File: src/rtl/conv_icb_arb_if.sv
// ICB link (command + response channels) between one master and one slave.
// The master side drives the command and rsp_ready; the slave side answers.
interface conv_icb_arb_if;
    logic        icb_cmd_valid;
    logic        icb_cmd_ready;
    logic [31:0] icb_cmd_addr;
    logic        icb_cmd_read;
    logic [31:0] icb_cmd_wdata;
    logic [3:0]  icb_cmd_wmask;
    logic        icb_rsp_valid;
    logic        icb_rsp_ready;
    logic [31:0] icb_rsp_rdata;

    modport master (
        output icb_cmd_valid, icb_cmd_addr, icb_cmd_read, icb_cmd_wdata, icb_cmd_wmask,
        output icb_rsp_ready,
        input  icb_cmd_ready, icb_rsp_valid, icb_rsp_rdata
    );

    modport slave (
        input  icb_cmd_valid, icb_cmd_addr, icb_cmd_read, icb_cmd_wdata, icb_cmd_wmask,
        input  icb_rsp_ready,
        output icb_cmd_ready, icb_rsp_valid, icb_rsp_rdata
    );
endinterface

File: src/rtl/conv_icb_arb.sv
// Two-master ICB arbiter: round-robin command grant with lock-on-stall, in-order
// ID FIFO routing each slave response back to the master that issued it.
module conv_icb_arb #(
    parameter int unsigned OUTS_DEPTH = 4
) (
    input  logic                          clk,
    input  logic                          rst,
    conv_icb_arb_if.slave                 m0,
    conv_icb_arb_if.slave                 m1,
    conv_icb_arb_if.master                s,
    output logic [$clog2(OUTS_DEPTH):0]   outs_cnt,
    output logic                          proto_err
);

    localparam int unsigned PW = $clog2(OUTS_DEPTH);
    localparam logic [PW:0] FULL_CNT = (PW+1)'(OUTS_DEPTH);

    logic                  last_gnt_q, lock_q, lock_id_q, proto_err_q;
    logic [OUTS_DEPTH-1:0] fifo_q;
    logic [PW-1:0]         wr_ptr_q, rd_ptr_q;
    logic [PW:0]           cnt_q, cnt_d;

    logic gnt, gnt_valid, fifo_full, fifo_empty, head;
    logic push, pop;

    assign fifo_full  = (cnt_q == FULL_CNT);
    assign fifo_empty = (cnt_q == '0);
    assign head       = fifo_q[rd_ptr_q];

    // Lock holds the grant on a stalled master so its command stays stable.
    always_comb begin
        gnt = ~last_gnt_q;
        if (lock_q) begin
            gnt = lock_id_q;
        end else if (m0.icb_cmd_valid && !m1.icb_cmd_valid) begin
            gnt = 1'b0;
        end else if (m1.icb_cmd_valid && !m0.icb_cmd_valid) begin
            gnt = 1'b1;
        end
    end

    assign gnt_valid = gnt ? m1.icb_cmd_valid : m0.icb_cmd_valid;

    always_comb begin
        s.icb_cmd_valid  = gnt_valid & ~fifo_full;
        s.icb_cmd_addr   = gnt ? m1.icb_cmd_addr  : m0.icb_cmd_addr;
        s.icb_cmd_read   = gnt ? m1.icb_cmd_read  : m0.icb_cmd_read;
        s.icb_cmd_wdata  = gnt ? m1.icb_cmd_wdata : m0.icb_cmd_wdata;
        s.icb_cmd_wmask  = gnt ? m1.icb_cmd_wmask : m0.icb_cmd_wmask;
        m0.icb_cmd_ready = ~gnt & s.icb_cmd_ready & ~fifo_full;
        m1.icb_cmd_ready =  gnt & s.icb_cmd_ready & ~fifo_full;
    end

    // With nothing outstanding the slave response is drained and flagged.
    always_comb begin
        m0.icb_rsp_valid = 1'b0;
        m1.icb_rsp_valid = 1'b0;
        s.icb_rsp_ready  = 1'b1;
        if (!fifo_empty) begin
            m0.icb_rsp_valid = ~head & s.icb_rsp_valid;
            m1.icb_rsp_valid =  head & s.icb_rsp_valid;
            s.icb_rsp_ready  = head ? m1.icb_rsp_ready : m0.icb_rsp_ready;
        end
    end

    assign m0.icb_rsp_rdata = s.icb_rsp_rdata;
    assign m1.icb_rsp_rdata = s.icb_rsp_rdata;

    assign push = s.icb_cmd_valid & s.icb_cmd_ready;
    assign pop  = s.icb_rsp_valid & s.icb_rsp_ready & ~fifo_empty;

    always_comb begin
        cnt_d = cnt_q;
        unique case ({push, pop})
            2'b10:   cnt_d = cnt_q + (PW+1)'(1);
            2'b01:   cnt_d = cnt_q - (PW+1)'(1);
            default: cnt_d = cnt_q;
        endcase
    end

    always_ff @(posedge clk or posedge rst) begin
        if (rst) begin
            last_gnt_q  <= 1'b1;
            lock_q      <= 1'b0;
            lock_id_q   <= 1'b0;
            proto_err_q <= 1'b0;
            fifo_q      <= '0;
            wr_ptr_q    <= '0;
            rd_ptr_q    <= '0;
            cnt_q       <= '0;
        end else begin
            if (push) begin
                last_gnt_q       <= gnt;
                lock_q           <= 1'b0;
                fifo_q[wr_ptr_q] <= gnt;
                wr_ptr_q         <= wr_ptr_q + PW'(1);
            end else if (gnt_valid) begin
                lock_q    <= 1'b1;
                lock_id_q <= gnt;
            end
            if (pop) begin
                rd_ptr_q <= rd_ptr_q + PW'(1);
            end
            if (s.icb_rsp_valid && fifo_empty) begin
                proto_err_q <= 1'b1;
            end
            cnt_q <= cnt_d;
        end
    end

    assign outs_cnt  = cnt_q;
    assign proto_err = proto_err_q;

endmodule

File: src/flat_wrapper.sv
// flat-port wrapper written by rule: the top's interface ports become plain ports
module conv_icb_arb_flat 
#(
    parameter int unsigned OUTS_DEPTH = 4
)
  (clk, rst, outs_cnt, proto_err, m0_icb_cmd_valid, m0_icb_cmd_addr, m0_icb_cmd_read, m0_icb_cmd_wdata, m0_icb_cmd_wmask, m0_icb_rsp_ready, m0_icb_cmd_ready, m0_icb_rsp_valid, m0_icb_rsp_rdata, m1_icb_cmd_valid, m1_icb_cmd_addr, m1_icb_cmd_read, m1_icb_cmd_wdata, m1_icb_cmd_wmask, m1_icb_rsp_ready, m1_icb_cmd_ready, m1_icb_rsp_valid, m1_icb_rsp_rdata, s_icb_cmd_valid, s_icb_cmd_addr, s_icb_cmd_read, s_icb_cmd_wdata, s_icb_cmd_wmask, s_icb_rsp_ready, s_icb_cmd_ready, s_icb_rsp_valid, s_icb_rsp_rdata);
  conv_icb_arb_if m0_i ();
  conv_icb_arb_if m1_i ();
  conv_icb_arb_if s_i ();
  input  logic clk;
  input  logic rst;
  output logic [$clog2(OUTS_DEPTH):0] outs_cnt;
  output logic proto_err;
  input wire logic [$bits(m0_i.icb_cmd_valid)-1:0] m0_icb_cmd_valid;
  input wire logic [$bits(m0_i.icb_cmd_addr)-1:0] m0_icb_cmd_addr;
  input wire logic [$bits(m0_i.icb_cmd_read)-1:0] m0_icb_cmd_read;
  input wire logic [$bits(m0_i.icb_cmd_wdata)-1:0] m0_icb_cmd_wdata;
  input wire logic [$bits(m0_i.icb_cmd_wmask)-1:0] m0_icb_cmd_wmask;
  input wire logic [$bits(m0_i.icb_rsp_ready)-1:0] m0_icb_rsp_ready;
  output wire logic [$bits(m0_i.icb_cmd_ready)-1:0] m0_icb_cmd_ready;
  output wire logic [$bits(m0_i.icb_rsp_valid)-1:0] m0_icb_rsp_valid;
  output wire logic [$bits(m0_i.icb_rsp_rdata)-1:0] m0_icb_rsp_rdata;
  input wire logic [$bits(m1_i.icb_cmd_valid)-1:0] m1_icb_cmd_valid;
  input wire logic [$bits(m1_i.icb_cmd_addr)-1:0] m1_icb_cmd_addr;
  input wire logic [$bits(m1_i.icb_cmd_read)-1:0] m1_icb_cmd_read;
  input wire logic [$bits(m1_i.icb_cmd_wdata)-1:0] m1_icb_cmd_wdata;
  input wire logic [$bits(m1_i.icb_cmd_wmask)-1:0] m1_icb_cmd_wmask;
  input wire logic [$bits(m1_i.icb_rsp_ready)-1:0] m1_icb_rsp_ready;
  output wire logic [$bits(m1_i.icb_cmd_ready)-1:0] m1_icb_cmd_ready;
  output wire logic [$bits(m1_i.icb_rsp_valid)-1:0] m1_icb_rsp_valid;
  output wire logic [$bits(m1_i.icb_rsp_rdata)-1:0] m1_icb_rsp_rdata;
  output wire logic [$bits(s_i.icb_cmd_valid)-1:0] s_icb_cmd_valid;
  output wire logic [$bits(s_i.icb_cmd_addr)-1:0] s_icb_cmd_addr;
  output wire logic [$bits(s_i.icb_cmd_read)-1:0] s_icb_cmd_read;
  output wire logic [$bits(s_i.icb_cmd_wdata)-1:0] s_icb_cmd_wdata;
  output wire logic [$bits(s_i.icb_cmd_wmask)-1:0] s_icb_cmd_wmask;
  output wire logic [$bits(s_i.icb_rsp_ready)-1:0] s_icb_rsp_ready;
  input wire logic [$bits(s_i.icb_cmd_ready)-1:0] s_icb_cmd_ready;
  input wire logic [$bits(s_i.icb_rsp_valid)-1:0] s_icb_rsp_valid;
  input wire logic [$bits(s_i.icb_rsp_rdata)-1:0] s_icb_rsp_rdata;
  assign m0_i.icb_cmd_valid = m0_icb_cmd_valid;
  assign m0_i.icb_cmd_addr = m0_icb_cmd_addr;
  assign m0_i.icb_cmd_read = m0_icb_cmd_read;
  assign m0_i.icb_cmd_wdata = m0_icb_cmd_wdata;
  assign m0_i.icb_cmd_wmask = m0_icb_cmd_wmask;
  assign m0_i.icb_rsp_ready = m0_icb_rsp_ready;
  assign m0_icb_cmd_ready = m0_i.icb_cmd_ready;
  assign m0_icb_rsp_valid = m0_i.icb_rsp_valid;
  assign m0_icb_rsp_rdata = m0_i.icb_rsp_rdata;
  assign m1_i.icb_cmd_valid = m1_icb_cmd_valid;
  assign m1_i.icb_cmd_addr = m1_icb_cmd_addr;
  assign m1_i.icb_cmd_read = m1_icb_cmd_read;
  assign m1_i.icb_cmd_wdata = m1_icb_cmd_wdata;
  assign m1_i.icb_cmd_wmask = m1_icb_cmd_wmask;
  assign m1_i.icb_rsp_ready = m1_icb_rsp_ready;
  assign m1_icb_cmd_ready = m1_i.icb_cmd_ready;
  assign m1_icb_rsp_valid = m1_i.icb_rsp_valid;
  assign m1_icb_rsp_rdata = m1_i.icb_rsp_rdata;
  assign s_icb_cmd_valid = s_i.icb_cmd_valid;
  assign s_icb_cmd_addr = s_i.icb_cmd_addr;
  assign s_icb_cmd_read = s_i.icb_cmd_read;
  assign s_icb_cmd_wdata = s_i.icb_cmd_wdata;
  assign s_icb_cmd_wmask = s_i.icb_cmd_wmask;
  assign s_icb_rsp_ready = s_i.icb_rsp_ready;
  assign s_i.icb_cmd_ready = s_icb_cmd_ready;
  assign s_i.icb_rsp_valid = s_icb_rsp_valid;
  assign s_i.icb_rsp_rdata = s_icb_rsp_rdata;
  conv_icb_arb #(.OUTS_DEPTH(OUTS_DEPTH)) u_core (.clk(clk), .rst(rst), .m0(m0_i), .m1(m1_i), .s(s_i), .outs_cnt(outs_cnt), .proto_err(proto_err));
endmodule
File: config.mk
export PLATFORM = sky130hd
export DESIGN_NAME = conv_icb_arb_flat
export DESIGN_NICKNAME = d
export VERILOG_FILES = /design/src/rtl/conv_icb_arb_if.sv /design/src/rtl/conv_icb_arb.sv /design/src/flat_wrapper.sv
export SDC_FILE = /design/constraint.sdc
export NUM_CORES = 1
export LEC_CHECK = 0
export ABC_CLOCK_PERIOD_IN_PS = 2450
export CAP_MARGIN = 20
export CELL_PAD_IN_SITES_DETAIL_PLACEMENT = 1
export CELL_PAD_IN_SITES_GLOBAL_PLACEMENT = 1
export CORE_ASPECT_RATIO = 0.7
export CORE_MARGIN = 4
export CORE_UTILIZATION = 15
export CTS_CLUSTER_DIAMETER = 40
export DETAILED_ROUTE_END_ITERATION = 12
export GPL_ROUTABILITY_DRIVEN = 0
export HOLD_SLACK_MARGIN = 0.1
export PLACE_DENSITY_LB_ADDON = 0.1
export SETUP_SLACK_MARGIN = 0.5
export SLEW_MARGIN = 30
export SYNTH_ARGS = -nofsm -noshare
export SYNTH_HDL_FRONTEND = slang
export SYNTH_SLANG_ARGS = --single-unit
File: constraint.sdc
create_clock -name clk -period 2.45 [get_ports clk]
set_clock_uncertainty 0.2 [all_clocks]
set_input_delay 0.3675 -clock clk [delete_from_list [all_inputs] [get_ports clk]]
set_output_delay 0.3675 -clock clk [all_outputs]
set_load 0.01 [all_outputs]
==> flow_summary_export.csv, run 1 <==
group,metric,value,unit
clock_network,cts_made_buffers,3,
sta,worst_pin_slew,0.6068,ns
clock_network,tritoncts,"yes",
power_and_ir_drop,intPower,3.260,mW
global_route,grt_antenna_before_repair,0,
sta,final.min_clock_period,2.639,ns
sta,setup_violations,71,
worst_setup_path,slowest_delay,0.56,ns
synth,yosys-top-cells-area,"mux2_4, buf_4, dfrtp_1",
final_layout,fill_cells,1692,
power_and_ir_drop,ir_drop,0.2804,mV
power_and_ir_drop,p_per_area,953.7,nW/µm²
worst_setup_path,critPathRequiredTime,1.88,ns
synth,synthXorXnorAreaFrac,2.174,%
final_layout,syn2layout_area_growth,116.4,%
synth,synth_area_per_cell,10.89,µm²
clock_network,h-tree-depth,1,
detailed_routing,wirelength,11130,µm
synth,synth_top_family_by_area,"multiplexers",
floorplan,row_count,38,
synth,synth_cell_type_count,33,
floorplan,start_util,15.45,%
detailed_routing,via_per_inst,3.817,
worst_setup_path,critical_path_class,"reg -> out",
final_layout,fin_nets,608,
global_route,grt_pass1_wl,16180,µm
clock_network,clkTransAtPathRegs,0.05,ns
global_route,grt_usage,11.22,%
synth,synth-simple-area-share,4.969,%
floorplan,dieArea,18240,µm²
worst_setup_path,path_max_fanout,6,
sta,setup_slack,-0.1887,ns
clock_network,clk_path_buf_depth,2,
final_layout,drive_above_1_share,53.66,%
run_status,outcome,"complete, but fails checks",
sta,finalCritPeriodShare,107.7,%
synth,synth.ff_latch_count,15,
synth,async_reset_ff_share,100.0,%
synth,yosys.area_share.adder,3.416,%
sta,setup_tns,-6.442,ns
flow_run,max_cap_viol_count,0,
global_route,grt_max_degree,16,
final_layout,antenna_cells,0,
synth,synth_cells,222,
sta,worst_hold_slack,0.2745,ns
place,port_buffers,224,
worst_setup_path,reg2reg_from,"u_core.rd_ptr_q[0]$_DFFE_PP0P_",
worst_setup_path,cp_num_buf_inv,4,
synth,synth_warnings,0,
clock_network,clk_latency,0.24,ns
power_and_ir_drop,p_clk_share,6.5,%
power_and_ir_drop,p_leak,2.369,nW
detailed_routing,antenna_left,0,
worst_setup_path,end_kind,"primary output",
run_status,failed_checks,"setup timing",
hold_path,hold_path_startpoint,"u_core.proto_err$_DFFE_PP0P_",
floorplan,die_y,114.2,µm
synth,synth_edf_count,0,
hold_path,min_path_type,"reg -> reg",
power_and_ir_drop,sw_frac_of_total,34.63,%
place,dp_hpwl,9142,µm
synth,dominantRegCellSynth,"dfrtp_1",
sta,fmax,0.3790,GHz
detailed_routing,drt_iter0_markers,33,
power_and_ir_drop,p_switching,1.727,mW
final_layout,final_core_util,33.43,%
power_and_ir_drop,comb_power_share,83.6,%
clock_network,cts-root-buf,"clkbuf_16",
worst_setup_path,path_cells,"a21oi_2, o31a_2, buf_8, buf_6, buf_16, mux2_4, buf_6",
power_and_ir_drop,seq_power_share,9.9,%
clock_network,cts.sinks,15,
global_route,grt_overflow_total,0,
detailed_routing,drc_errors,0,
synth,synth_seq_area_share,15.58,%
worst_setup_path,cp-startpoint,"u_core.last_gnt_q$_DFFE_PP1P_",
synth,synth_top_cell_area_share,34.16,%
synth,synth_compound_area_share,4.193,%
floorplan,io_pins,321,
global_route,grt_pass1_vias,2657,
floorplan,core_area,15640,µm²
sta,finalHoldViolations,0,
worst_setup_path,cpMaxStageDelayCell,"dfstp_2",
sta,slew_violations,0,
sta,relSlewSlack,59.50,%
synth,yosys.area.top_type,"mux2_4",
worst_setup_path,crit_family,"flip-flops",
worst_setup_path,cpMostUsedCell,"buf_6",
sta,rsz0062_at_grt,"yes",
synth,synth_mux_area_share,44.77,%
synth,syn_nets,406,
detailed_routing,wl_per_cell,17.86,µm
floorplan,die_width,159.7,µm
detailed_routing,first_pass_iters,3,
worst_setup_path,critPathArrivalTime,2.07,ns
detailed_routing,vias,2378,
worst_setup_path,start_kind,"register",
synth,synthesis.area,2417,µm²
cell families after synthesis:
family	after synthesis
buf+inv	83
mux	77
simple gates	21
flops	15
compound gates	14
xor+xnor	6
fa+ha+maj	6
final timing paths:
check | end | slack (ns) | cells after the start
min in group asynchronous | u_core.outs_cnt[2]$_DFFE_PP0P_ | 0.31 | 2
hold / removal | u_core.proto_err$_DFFE_PP0P_ | 0.27 | 1
max in group asynchronous | u_core.lock_q$_DFFE_PP0P_ | 1.32 | 2
setup reg to reg | u_core.outs_cnt[2]$_DFFE_PP0P_ | -0.05 | 9
setup / recovery | s_icb_cmd_wdata[5] | -0.19 | 7
hold reg to reg | u_core.proto_err$_DFFE_PP0P_ | 0.27 | 1
flip-flops by register name (all words and copies together) (netlist names):
register	count
u_core.lock_id_q	1
u_core.fifo_q	4
u_core.wr_ptr_q	2
u_core.outs_cnt	3
u_core.rd_ptr_q	2
u_core.last_gnt_q	1
u_core.lock_q	1
u_core.proto_err	1
synthesized netlist by cell type (2+ instances only):
cell and count:
dfrtp_1 14, and3_1 2, ha_1 5, nor2_1 8, inv_1 9, nor4b_1 4
mux2_2 19, mux2_4 55, mux2i_1 2, o21ai_0 4, xor2_1 3, a21oi_1 4
nand2_1 2, buf_4 65, xnor2_1 3, buf_6 6
power groups by stage:
stage                     Clock, mW  Combinational (mW)  Sequential (mW)
after floorplan                   0                1.85            0.482
after global placement            0                3.25            0.485
after detailed placement          0                3.26            0.484
after CTS                     0.332                3.87            0.491
after global routing          0.348                4.47            0.515
final                         0.323                4.17            0.493
per-layer routing:
metal | up-vias | share of wire (%) | GRT usage, %
met2 | 153 | 53 | 21.16
met4 | 0 | 1.8 | 2.486
met3 | 18 | 11 | 4.750
met1 | 1100 | 34 | 11.69
li1 | 1107 | - | -
met5 | - | 0 | 0
stage by stage:
step	power, mW	setup slack (ns)	cell area, µm²	cells
after floorplan	2.332	-0.01122	2440	222
after global placement	3.735	-0.6334	4587	600
after detailed placement	3.742	-0.6657	4587	600
after CTS	4.698	-0.1964	4976	616
after global routing	5.331	-0.2436	5230	623
final	4.988	-0.1887	5230	623
area by class of cell:
type                            count  area [µm²]  share of cell area, %
Sequential cell                    15       379.1                  7.249
Tap cell                          200       250.2                  4.785
Multi-Input combinational cell    124        1590                  30.41
Clock buffer                        3       75.07                  1.435
Timing Repair Buffer              270        2893                  55.31
Clock inverter                      1       5.005                0.09569
Inverter                           10       37.54                 0.7177
cell usage in the layout (no fill, tap or decap), drive strengths merged:
cell,n
buf,119
nand2,2
and3,2
ha,5
clkdlybuf4s50,147
inv,10
xor2,3
a211oi,1
dfrtp,14
nand2b,1
o21ai,4
a31o,1
nor4b,4
clkbuf,5
mux4,1
nor3,2
dfstp,1
xnor2,3
o31ai,2
a21oi,4
or3,1
mux2i,2
dlygate4sd2,2
nor2,8
clkinv,1
a21boi,1
o31a,1
fa,1
mux2,74
nor3b,1
what timing repair did:
item                       CTS  global route
resized for setup          404            41
cloned                       4             2
pin swaps                    8             9
hold buffers                 0             0
setup endpoints to repair   83            85
setup buffers                8             5
No activity file was read; power rests on OpenSTA's default activity.
==> run 2: changes to the inputs <==
Settings changed: CTS_CLUSTER_SIZE from default to 25.
==> results of run 2 <==
No change in the layout: final DEF, timing and power equal those of run 1.
==> run 3: changes to the inputs <==
Settings changed: ABC_AREA from default to 1, CORE_UTILIZATION 15 to 12.
==> flow_summary_export.csv, run 3 <==
group,metric,value,unit
run_status,outcome,"finished clean",
synth,yosys.area.top_type,"nand2_1",
final_layout,seqCellArea,379.1,µm²
detailed_routing,first_pass_iters,4,
synth,synth_seq_area_share,16.37,%
sta,finalHoldViolations,0,
worst_setup_path,worstRegToRegCells,13,
global_route,grt_pass1_wl,20500,µm
power_and_ir_drop,p_leak,2.623,nW
clock_network,clkTransAtPathRegs,0.06,ns
place,dp_hpwl,10140,µm
synth,synth_area_per_cell,5.738,µm²
power_and_ir_drop,comb_power_share,87.8,%
worst_setup_path,r2r_end,"u_core.outs_cnt[2]$_DFFE_PP0P_",
sta,worst_pin_slew,0.6377,ns
clock_network,clk_latency,0.25,ns
worst_setup_path,path_max_fanout,7,
power_and_ir_drop,p_per_area,1288,nW/µm²
power_and_ir_drop,p_switching,3.145,mW
hold_path,hold_path_startpoint,"u_core.proto_err$_DFFE_PP0P_",
place,port_buffers,224,
worst_setup_path,start_kind,"register",
synth,synth.ff_latch_count,15,
sta,rsz0062_at_grt,"yes",
synth,syn_nets,585,
final_layout,fill_cells,2229,
sta,setup_violations,0,
synth,ys_top_cells_by_count,"nand2_1, buf_4, inv_1, dfrtp_1",
power_and_ir_drop,ir_drop,0.3463,mV
detailed_routing,wl_per_cell,16.15,µm
detailed_routing,antenna_left,0,
detailed_routing,via_per_inst,3.783,
sta,fmax,0.4360,GHz
sta,finalCritPeriodShare,93.63,%
final_layout,fin_nets,789,
floorplan,die_width,173.5,µm
synth,synth.most_common_cell,"nand2_1",
clock_network,tritoncts,"yes",
floorplan,io_pins,321,
synth,yosys-top-cells-area,"nand2_1, buf_4, dfrtp_1",
detailed_routing,vias,3200,
sta,relSlewSlack,57.44,%
sta,final.min_clock_period,2.294,ns
power_and_ir_drop,seq_power_share,7.4,%
final_layout,regMostFlops,"u_core.fifo_q",
global_route,grt_overflow_total,0,
synth,synth_cell_type_count,27,
synth,synth_edf_count,0,
flow_run,max_cap_viol_count,0,
synth,synthesis.area,2301,µm²
final_layout,layout_common_cells,"nand2_1, clkdlybuf4s50_1, nand2_2",
global_route,grt_pass1_vias,3343,
detailed_routing,drc_errors,0,
global_route,grt_max_degree,16,
worst_setup_path,reg2reg_from,"u_core.last_gnt_q$_DFFE_PP1P_",
clock_network,cts.sinks,15,
clock_network,cts-root-buf,"clkbuf_16",
synth,dominantRegCellSynth,"dfrtp_1",
global_route,grt_antenna_before_repair,0,
global_route,grt_usage,12.16,%
worst_setup_path,critPathRequiredTime,2.38,ns
hold_path,hold_path_depth,1,
sta,setup_tns,0,ns
floorplan,die_y,123.9,µm
floorplan,start_util,12.20,%
final_layout,drive_above_1_share,38.74,%
power_and_ir_drop,sw_frac_of_total,45.41,%
sta,slew_violations,0,
final_layout,final_common_cell,"nand2_1",
clock_network,cts_made_buffers,3,
detailed_routing,drt_iter0_markers,83,
floorplan,row_count,42,
detailed_routing,wirelength,13660,µm
final_layout,syn2layout_area_growth,133.7,%
final_layout,largest_reg_flops,4,
final_layout,antenna_cells,0,
worst_setup_path,reg2reg_slack,0.16,ns
synth,synth_cells,401,
worst_setup_path,critPathArrivalTime,2.23,ns
clock_network,ctsHoldBuffers,0,
synth,synth_warnings,0,
clock_network,clk_path_buf_depth,2,
power_and_ir_drop,intPower,3.781,mW
clock_network,h-tree-depth,1,
synth,synth_top_cell_area_share,39.48,%
floorplan,dieArea,21490,µm²
worst_setup_path,end_kind,"register",
final_layout,multi_input_area,1637,µm²
place,pre_cts_ws,-0.4529,ns
worst_setup_path,critical_path_class,"reg -> reg",
power_and_ir_drop,p_clk_share,4.8,%
hold_path,hold_path_end,"u_core.proto_err$_DFFE_PP0P_",
sta,setup_slack,0.1562,ns
floorplan,core_area,18870,µm²
synth,async_reset_ff_share,100.0,%
hold_path,min_path_type,"reg -> reg",
-- run 3: changes by cell type in the layout (fill, tap and decap cells not counted), sizes merged, moves of 2 or more --
cell / previous run / this run
nand2: 2 / 247
mux2: 74 / 0
clkdlybuf4s15: 0 / 11
inv: 10 / 18
nand4: 0 / 8
nand3: 0 / 7
buf: 119 / 113
clkbuf: 5 / 9
nor4b: 4 / 0
nor2: 8 / 5
and3: 2 / 0
mux2i: 2 / 0
o31ai: 2 / 0
xnor2: 3 / 1
-- run 3: critical path, stage by stage, from the launching register on --
cell,delay (ns)
dfstp_2,0.54
nand2_2,0.06
nand2_4,0.08
nand2_8,0.09
buf_6,0.14
nand2_4,0.06
nand2_4,0.05
nand2_4,0.07
ha_4,0.13
inv_2,0.04
fa_2,0.36
a21oi_2,0.13
o21ai_1,0.08
xor2_1,0.14
-- run 3: layout make-up --
cell class / instances / area share [%]
clock buffers: 3 / 1.396
well taps: 242 / 5.631
flip-flops and latches: 15 / 7.050
inverters: 18 / 1.489
clock inverters: 1 / 0.1396
multi-input cells: 288 / 30.43
repair buffers: 279 / 53.86
-- run 3: how the worst max path moves through the flow --
stage                                         from                             end  slack (ns)  cells after the start
floorplan            u_core.last_gnt_q$_DFFE_PP1P_  u_core.outs_cnt[2]$_DFFE_PP0P_        0.34                     12
CTS                  u_core.last_gnt_q$_DFFE_PP1P_  u_core.outs_cnt[2]$_DFFE_PP0P_        0.11                     13
finish               u_core.last_gnt_q$_DFFE_PP1P_  u_core.outs_cnt[2]$_DFFE_PP0P_        0.16                     13
detailed placement                m1_icb_cmd_valid              s_icb_cmd_wdata[7]       -0.45                      9
global route        u_core.outs_cnt[1]$_DFFE_PP0P_  u_core.outs_cnt[2]$_DFFE_PP0P_        0.01                     10
global placement                  m1_icb_cmd_valid              s_icb_cmd_wdata[7]       -0.43                      9
-- run 3: kinds of logic (layout without fill, tap and decap cells) --
family                     count (synthesis)  count (layout)  synth area share (%)
adders and majority gates                  6               6                 3.589
DFF                                       15              15                 16.37
and+or+nand+nor                          269             269                 46.87
buffers and inverters                     98             301                 29.47
xor gates and xnor gates                   3               3                 1.142
AOI/OAI and AO/OA                         10              10                 2.555
-- run 3: layer usage --
metal	track usage (%)	wire length, µm	share of wire (%)
met5	0	0	0
met4	0.7474	35	0.26
met3	4.096	1225	9.0
met2	22.00	6715	49
met1	14.82	5684	42
-- run 3: power groups by stage --
stage / Sequential, mW / Combinational [mW] / Clock (mW)
5_1_grt: 0.531 / 6.61 / 0.353
2_1_floorplan: 0.476 / 2.19 / 0
6_report: 0.514 / 6.08 / 0.331
3_5_place_dp: 0.493 / 4.43 / 0
4_1_cts: 0.485 / 5.67 / 0.340
3_3_place_gp: 0.498 / 4.40 / 0
-- run 3: repair_timing --
action	CTS	global route
pin swaps	22	31
setup endpoints to repair	84	83
setup buffers	19	5
gates cloned	9	1
endpoints found under the hold margin	0	0
resized for setup	359	101
-- run 3: through the flow --
stage / hold WS, ns / power (mW) / area (µm²) / std cells / utilization, %
6_report: 0.2555 / 6.926 / 5378 / 846 / 28.51
5_1_grt: 0.2829 / 7.493 / 5378 / 846 / 28.51
4_1_cts: 0.2602 / 6.492 / 5036 / 840 / 26.69
3_5_place_dp: 0.2470 / 4.925 / 4484 / 808 / 23.77
3_3_place_gp: 0.2403 / 4.900 / 4484 / 808 / 23.77
2_1_floorplan: 0.06820 / 2.665 / 2342 / 401 / -
